`config.mk`:
```
export PLATFORM = sky130hd
export DESIGN_NAME = ptw_resp_tlb_arb_flat
export DESIGN_NICKNAME = d
export VERILOG_FILES = /design/src/rtl/ptw_resp_tlb_arb_if.sv /design/src/rtl/ptw_resp_tlb_arb.sv /design/src/flat_wrapper.sv
export SDC_FILE = /design/constraint.sdc
export NUM_CORES = 1
export LEC_CHECK = 0
export CAP_MARGIN = 5
export CELL_PAD_IN_SITES_DETAIL_PLACEMENT = 0
export CELL_PAD_IN_SITES_GLOBAL_PLACEMENT = 2
export CORE_MARGIN = 2
export CORE_UTILIZATION = 38
export DETAILED_ROUTE_END_ITERATION = 8
export PLACE_DENSITY_LB_ADDON = 0.25
export SYNTH_ARGS = -nofsm -noshare
export SYNTH_HDL_FRONTEND = slang
export SYNTH_SLANG_ARGS = --single-unit
```
`constraint.sdc`:
```
create_clock -name clk -period 5.6 [get_ports clk]
set_clock_uncertainty 0.1 [all_clocks]
set_input_delay 0.56 -clock clk [delete_from_list [all_inputs] [get_ports clk]]
set_output_delay 0.56 -clock clk [all_outputs]
set_load 0.02 [all_outputs]
```
`src/rtl/ptw_resp_tlb_arb_if.sv`:
```
// Bus bundle between the client TLB front ends, the shared translation cache and the PTW.
// The slave modport is the cache; the master modport drives clients and the walker.
interface ptw_resp_tlb_arb_if #(
  parameter int unsigned NCLIENT = 2,
  parameter int unsigned VPN_W   = 20,
  parameter int unsigned PPN_W   = 32
);
  logic [NCLIENT-1:0]       req_valid;
  logic [NCLIENT-1:0]       req_ready;
  logic [NCLIENT*VPN_W-1:0] req_vpn;
  logic [NCLIENT-1:0]       resp_valid;
  logic                     resp_error;
  logic [PPN_W-1:0]         resp_ppn;
  logic                     ptw_req_valid;
  logic                     ptw_req_ready;
  logic [VPN_W-1:0]         ptw_req_vpn;
  logic                     ptw_resp_valid;
  logic                     ptw_resp_error;
  logic [PPN_W-1:0]         ptw_resp_ppn;
  logic                     flush;

  modport slave (
    input  req_valid, req_vpn, ptw_req_ready, ptw_resp_valid, ptw_resp_error, ptw_resp_ppn, flush,
    output req_ready, resp_valid, resp_error, resp_ppn, ptw_req_valid, ptw_req_vpn
  );

  modport master (
    output req_valid, req_vpn, ptw_req_ready, ptw_resp_valid, ptw_resp_error, ptw_resp_ppn, flush,
    input  req_ready, resp_valid, resp_error, resp_ppn, ptw_req_valid, ptw_req_vpn
  );
endinterface

```
`src/rtl/ptw_resp_tlb_arb.sv`:
```
// Shared fully-associative translation cache: round-robin client arbitration, hit service,
// and miss resolution through a single page-table-walker port with round-robin victim fill.
module ptw_resp_tlb_arb #(
  parameter int unsigned NCLIENT  = 2,
  parameter int unsigned NENTRIES = 4,
  parameter int unsigned VPN_W    = 20,
  parameter int unsigned PPN_W    = 32
) (
  input  logic                clk,
  input  logic                reset,
  ptw_resp_tlb_arb_if.slave   bus
);

  localparam int unsigned CW = (NCLIENT  > 1) ? $clog2(NCLIENT)  : 1;
  localparam int unsigned EW = (NENTRIES > 1) ? $clog2(NENTRIES) : 1;

  typedef enum logic [2:0] {
    S_IDLE, S_LOOKUP, S_PTW_REQ, S_PTW_WAIT, S_RESP
  } state_e;

  state_e               state_q;
  logic [CW-1:0]        rr_ptr_q;
  logic [CW-1:0]        client_q;
  logic [VPN_W-1:0]     vpn_q;
  logic [EW-1:0]        victim_q;
  logic [NENTRIES-1:0]  valid_q;
  logic                 flushed_q;
  logic [VPN_W-1:0]     tag_q [NENTRIES];
  logic [PPN_W-1:0]     ppn_q [NENTRIES];

  logic [NCLIENT-1:0]   resp_valid_q;
  logic                 resp_error_q;
  logic [PPN_W-1:0]     resp_ppn_q;
  logic                 ptw_req_valid_q;
  logic [VPN_W-1:0]     ptw_req_vpn_q;

  logic [VPN_W-1:0]     cli_vpn [NCLIENT];
  logic [NCLIENT-1:0]   grant_c;
  logic [CW-1:0]        grant_idx_c;
  logic                 found_c;
  int                   idx_c;
  logic                 hit_c;
  logic [EW-1:0]        hit_idx_c;
  logic                 fill_c;

  for (genvar i = 0; i < NCLIENT; i++) begin : g_cli_vpn
    assign cli_vpn[i] = bus.req_vpn[i*VPN_W +: VPN_W];
  end

  // First requesting client at or after rr_ptr, scanning cyclically; only offered in IDLE.
  always_comb begin
    grant_c     = '0;
    grant_idx_c = '0;
    found_c     = 1'b0;
    idx_c       = 0;
    if (state_q == S_IDLE) begin
      for (int k = 0; k < int'(NCLIENT); k++) begin
        idx_c = (int'(rr_ptr_q) + k) % int'(NCLIENT);
        if (!found_c && bus.req_valid[CW'(idx_c)]) begin
          found_c     = 1'b1;
          grant_idx_c = CW'(idx_c);
          grant_c     = NCLIENT'(1) << CW'(idx_c);
        end
      end
    end
  end

  always_comb begin
    hit_c     = 1'b0;
    hit_idx_c = '0;
    for (int e = 0; e < int'(NENTRIES); e++) begin
      if (valid_q[EW'(e)] && (tag_q[EW'(e)] == vpn_q)) begin
        hit_c     = 1'b1;
        hit_idx_c = EW'(e);
      end
    end
  end

  // A flush anywhere in the walk, or on the fill edge itself, cancels the fill.
  assign fill_c = (state_q == S_PTW_WAIT) && bus.ptw_resp_valid && !bus.ptw_resp_error &&
                  !flushed_q && !bus.flush;

  always_ff @(posedge clk) begin
    if (reset) begin
      state_q         <= S_IDLE;
      rr_ptr_q        <= '0;
      client_q        <= '0;
      vpn_q           <= '0;
      victim_q        <= '0;
      valid_q         <= '0;
      flushed_q       <= 1'b0;
      resp_valid_q    <= '0;
      resp_error_q    <= 1'b0;
      resp_ppn_q      <= '0;
      ptw_req_valid_q <= 1'b0;
      ptw_req_vpn_q   <= '0;
    end else begin
      resp_valid_q <= '0;
      resp_error_q <= 1'b0;
      resp_ppn_q   <= '0;
      if (bus.flush) valid_q <= '0;
      unique case (state_q)
        S_IDLE: begin
          if (found_c) begin
            client_q <= grant_idx_c;
            vpn_q    <= cli_vpn[grant_idx_c];
            state_q  <= S_LOOKUP;
          end
        end
        S_LOOKUP: begin
          flushed_q <= 1'b0;
          if (hit_c) begin
            resp_valid_q <= NCLIENT'(1) << client_q;
            resp_ppn_q   <= ppn_q[hit_idx_c];
            state_q      <= S_RESP;
          end else begin
            ptw_req_valid_q <= 1'b1;
            ptw_req_vpn_q   <= vpn_q;
            state_q         <= S_PTW_REQ;
          end
        end
        S_PTW_REQ: begin
          if (bus.flush) flushed_q <= 1'b1;
          if (bus.ptw_req_ready) begin
            ptw_req_valid_q <= 1'b0;
            ptw_req_vpn_q   <= '0;
            state_q         <= S_PTW_WAIT;
          end
        end
        S_PTW_WAIT: begin
          if (bus.flush) flushed_q <= 1'b1;
          if (bus.ptw_resp_valid) begin
            resp_valid_q <= NCLIENT'(1) << client_q;
            resp_error_q <= bus.ptw_resp_error;
            resp_ppn_q   <= bus.ptw_resp_error ? '0 : bus.ptw_resp_ppn;
            if (fill_c) begin
              valid_q[victim_q] <= 1'b1;
              victim_q <= (victim_q == EW'(NENTRIES-1)) ? '0 : victim_q + EW'(1);
            end
            state_q <= S_RESP;
          end
        end
        S_RESP: begin
          rr_ptr_q <= (client_q == CW'(NCLIENT-1)) ? '0 : client_q + CW'(1);
          state_q  <= S_IDLE;
        end
        default: state_q <= S_IDLE;
      endcase
    end
  end

  always_ff @(posedge clk) begin
    if (fill_c) begin
      tag_q[victim_q] <= vpn_q;
      ppn_q[victim_q] <= bus.ptw_resp_ppn;
    end
  end

  assign bus.req_ready     = grant_c;
  assign bus.resp_valid    = resp_valid_q;
  assign bus.resp_error    = resp_error_q;
  assign bus.resp_ppn      = resp_ppn_q;
  assign bus.ptw_req_valid = ptw_req_valid_q;
  assign bus.ptw_req_vpn   = ptw_req_vpn_q;

endmodule
```
`src/flat_wrapper.sv`:
```
// flat-port wrapper written by rule: the top's interface ports become plain ports
module ptw_resp_tlb_arb_flat 
#(
  parameter int unsigned NCLIENT  = 2,
  parameter int unsigned NENTRIES = 4,
  parameter int unsigned VPN_W    = 20,
  parameter int unsigned PPN_W    = 32
)
  (clk, reset, bus_req_valid, bus_req_vpn, bus_ptw_req_ready, bus_ptw_resp_valid, bus_ptw_resp_error, bus_ptw_resp_ppn, bus_flush, bus_req_ready, bus_resp_valid, bus_resp_error, bus_resp_ppn, bus_ptw_req_valid, bus_ptw_req_vpn);
  ptw_resp_tlb_arb_if #(.NCLIENT(NCLIENT), .VPN_W(VPN_W), .PPN_W(PPN_W)) bus_i ();
  input  logic clk;
  input  logic reset;
  input wire logic [$bits(bus_i.req_valid)-1:0] bus_req_valid;
  input wire logic [$bits(bus_i.req_vpn)-1:0] bus_req_vpn;
  input wire logic [$bits(bus_i.ptw_req_ready)-1:0] bus_ptw_req_ready;
  input wire logic [$bits(bus_i.ptw_resp_valid)-1:0] bus_ptw_resp_valid;
  input wire logic [$bits(bus_i.ptw_resp_error)-1:0] bus_ptw_resp_error;
  input wire logic [$bits(bus_i.ptw_resp_ppn)-1:0] bus_ptw_resp_ppn;
  input wire logic [$bits(bus_i.flush)-1:0] bus_flush;
  output wire logic [$bits(bus_i.req_ready)-1:0] bus_req_ready;
  output wire logic [$bits(bus_i.resp_valid)-1:0] bus_resp_valid;
  output wire logic [$bits(bus_i.resp_error)-1:0] bus_resp_error;
  output wire logic [$bits(bus_i.resp_ppn)-1:0] bus_resp_ppn;
  output wire logic [$bits(bus_i.ptw_req_valid)-1:0] bus_ptw_req_valid;
  output wire logic [$bits(bus_i.ptw_req_vpn)-1:0] bus_ptw_req_vpn;
  assign bus_i.req_valid = bus_req_valid;
  assign bus_i.req_vpn = bus_req_vpn;
  assign bus_i.ptw_req_ready = bus_ptw_req_ready;
  assign bus_i.ptw_resp_valid = bus_ptw_resp_valid;
  assign bus_i.ptw_resp_error = bus_ptw_resp_error;
  assign bus_i.ptw_resp_ppn = bus_ptw_resp_ppn;
  assign bus_i.flush = bus_flush;
  assign bus_req_ready = bus_i.req_ready;
  assign bus_resp_valid = bus_i.resp_valid;
  assign bus_resp_error = bus_i.resp_error;
  assign bus_resp_ppn = bus_i.resp_ppn;
  assign bus_ptw_req_valid = bus_i.ptw_req_valid;
  assign bus_ptw_req_vpn = bus_i.ptw_req_vpn;
  ptw_resp_tlb_arb #(.NCLIENT(NCLIENT), .NENTRIES(NENTRIES), .VPN_W(VPN_W), .PPN_W(PPN_W)) u_core (.clk(clk), .reset(reset), .bus(bus_i));
endmodule
```
==> results.cfg <==
[sta]
period_share_pct = 59.3
fmax_ghz = 0.301
post-route-min-period_ns = 3.32
layout_setup_ws_ns = 2.28
setup_violations = 0
worst_slew_pin_slew_ns = 0.795
slew-limit-headroom_pct = 47.0
drv_slew = 0
rsz0062_at_grt = false
finalHoldViolCount = 0
tns_ns = 0

[cts]
clock_latency_ns = 0.41
numCtsBuffers = 17
clkSinkCount = 190
postCtsHoldBufs = 0
cts-root-buf = clkbuf_16
cts_tree = done
postCtsSetupBuffers = 0
clock_path_buffers = 2
path_clk_slew_ns = 0.07
cts_resized = 0
ctsHtreeMaxLevel = 4

[pwr]
power.share.sequential_pct = 51.3
p_int_w = 0.00236
p_sw_w = 0.000708
pwr-share-comb_pct = 8.9
vdd_drop_max_uv = 192
swShare_pct = 23.1
p_clk_share_pct = 39.8
power.leakage_nw = 3.04
p_per_area_mw_per_mm2 = 317

[floorplan]
design.core.area_mm2 = 0.0195
dieArea_mm2 = 0.0209
rows = 51
io_pins = 138
die_y_um = 145
fp.dieW_um = 145
start_util_pct = 38.6

[critical_path]
endpoint_kind = flop
crit_type = reg -> reg
critical-path-top-delay-family = simple AND/OR/NAND/NOR gates
reg2reg_setup_slack_ns = 2.28
rr_endpoint = u_core.ppn_q[0][12]$_DFFE_PP_
critPathLaunchType = flop
reg2reg_depth = 7
r2r_start = u_core.state_q[2]$_SDFFE_PP0P_
crit_top_cell = buf_4
critical_path_required_ns = 5.56
path_buf_inv = 3
path_cells = buf_4 -> nand2b_1 -> nor3_4 -> buf_4 -> nor3b_2 -> and2_2 -> buf_4
max_stage_delay_ns = 0.56
worstPathArrival_ns = 3.28
path_max_fanout = 33
slowest_stage = and2_2
crit_cells = 7

[place]
place_ws_ns = 1.93
place.detailed.hpwl_mm = 11.0
port_buffers = 136
gp_congestion = 0.764

[global_routing]
grt_pass1_wl_mm = 26.3
grt_antenna_before_repair = 0
grt.met3_usage_pct = 3.72
grt.busiest_layer = met2
grt_overflow = 0
use_met1_pct = 22.1
track_usage_pct = 16.4
grt_max_degree = 74
grt.met2_usage_pct = 26.6
grt_pass1_vias = 4889

[yosys]
synth_edf_count = 104
netlist_area_mm2 = 0.00752
yosys.area.top_type = edfxtp_1
syn_inst = 582
avgSynthCellArea_um2 = 12.9
yosys-top-cells-area = edfxtp_1 (42%), dfxtp_1 (23%), o2bb2ai_1 (3.7%), xnor2_1 (3.4%), a22oi_1 (3.2%)
synth-seq-cells = 190
async_reset_ff_share_pct = 0
synth_top_area_share_pct = 41.5
synth_ff_type = edfxtp_1
yosysSeqAreaShare_pct = 64.4
yosys.cell_count.top_type = edfxtp_1
postSynthNetCount = 665
synth_warnings = 0
yosys-top-cells-count = edfxtp_1 (104), dfxtp_1 (86), nor2_1 (54)
post_synth_num_cell_types = 44

[final_layout]
nFillCells = 1646
syn_to_final_growth_pct = 28.6
layout-drive-gt1-share_pct = 10.5
fin_nets = 786
n_antenna_cell = 0

[worst_hold_path]
hold_path.startpoint = u_core.ppn_q[0][21]$_DFFE_PP_
hold_path_depth = 1
min_to = u_core.bus.resp_ppn[21]$_SDFF_PP0_
hold_path_class = reg -> reg

[routing]
drt-total-wl_mm = 16.7
ant_nets = 0
dr.first_iter.drc_count = 255
first_pass_iters = 4
drc = 0
vias = 5027
wl_per_cell_um = 17.0
avgViaCountPerCell = 5.12

[status]
status = finished, final reports clean

[flow_run]
maxCapViolations = 0
-- cells in the final DEF (no fill, tap or decap), types with 5 or more instances in the layout --
cell	n
xor2_1	11
nor4_1	5
o2bb2ai_1	32
o21ai_1	20
buf_4	12
clkdlybuf4s50_1	135
xnor2_1	29
dfxtp_1	86
a22oi_1	32
nor2_1	54
clkbuf_16	17
nand4_1	8
nand2_1	27
a41oi_1	20
edfxtp_1	104
mux2i_1	23
or3b_2	21
a211oi_1	21
-- power by group through the flow --
| stage | combinational [W] | sequential, W | clock, W |
|---|---|---|---|
| floorplan | 0.000153 | 0.00159 | 0 |
| global placement | 0.000272 | 0.00161 | 0 |
| detailed placement | 0.000276 | 0.00161 | 0 |
| CTS | 0.000278 | 0.00158 | 0.00125 |
| global route | 0.000302 | 0.00158 | 0.00131 |
| finish | 0.000274 | 0.00157 | 0.00122 |
-- per-stage QoR --
stage	hold slack [ns]	util (%)	instances	instance area (um^2)	total power (W)
global placement	0.330	46.6	949	9060	0.00188
floorplan	0.326	-	582	7520	0.00174
detailed placement	0.332	46.6	949	9060	0.00188
finish	0.346	49.7	981	9670	0.00307
CTS	0.345	49.7	981	9670	0.00310
global route	0.367	49.7	981	9670	0.00319
-- how the worst max path moves through the flow --
stage | from | to | slack [ns]
floorplan | u_core.state_q[2]$_SDFFE_PP0P_ | u_core.ppn_q[0][0]$_DFFE_PP_ | 2.55
global placement | bus_ptw_resp_valid | u_core.ppn_q[0][22]$_DFFE_PP_ | 2.00
detailed placement | bus_ptw_resp_valid | u_core.ppn_q[0][2]$_DFFE_PP_ | 1.93
CTS | u_core.state_q[2]$_SDFFE_PP0P_ | u_core.ppn_q[0][15]$_DFFE_PP_ | 2.27
global route | u_core.state_q[0]$_SDFFE_PP0P_ | u_core.ppn_q[0][13]$_DFFE_PP_ | 2.08
finish | u_core.state_q[2]$_SDFFE_PP0P_ | u_core.ppn_q[0][12]$_DFFE_PP_ | 2.28
-- kinds of logic (layout without fill, tap and decap cells) --
family / after synthesis / count (layout) / share of synthesized area (%)
AO/OA/AOI/OAI: 135 / 135 / 13.7
adder cells (fa/ha/maj): 3 / 3 / 0.499
XOR/XNOR: 40 / 40 / 4.66
buffers and inverters: 49 / 183 / 3.46
flip-flops: 190 / 190 / 64.4
multiplexers: 23 / 23 / 3.06
AND/OR/NAND/NOR: 142 / 142 / 10.2
-- final cells by class --
cell class	instances	area, um^2	area share (%)
repair buffers	148	1450	15.0
well taps	265	332	3.43
clock buffers	19	443	4.58
multi-input cells	343	2430	25.1
clock inverters	13	163	1.68
flip-flops and latches	190	4840	50.1
inverters	3	11.3	0.116
-- state kept, by name, summed over array words and instances, names as in the netlist --
register	flops
u_core.vpn_q	20
u_core.state_q	3
u_core.bus.resp_error	1
u_core.valid_q	2
u_core.bus.resp_ppn	32
u_core.ppn_q	64
u_core.flushed_q	1
u_core.rr_ptr_q	1
u_core.victim_q	2
u_core.bus.ptw_req_valid	1
u_core.tag_q	40
u_core.bus.ptw_req_vpn	20
u_core.client_q	1
u_core.bus.resp_valid	2
-- worst register-to-register path: stages, from the launching register on --
cell and delay [ns]:
dfxtp_1 0.30, buf_4 0.23, nand2b_1 0.29, nor3_4 0.20
buf_4 0.36, nor3b_2 0.42, and2_2 0.56, buf_4 0.49
-- routing by layer --
layer	vias to the layer above	wire length, um
met5	-	0
met4	0	174
met3	11	835
met2	140	7950
met1	2442	7700
li1	2434	-
(Power assumes the default switching activity.)
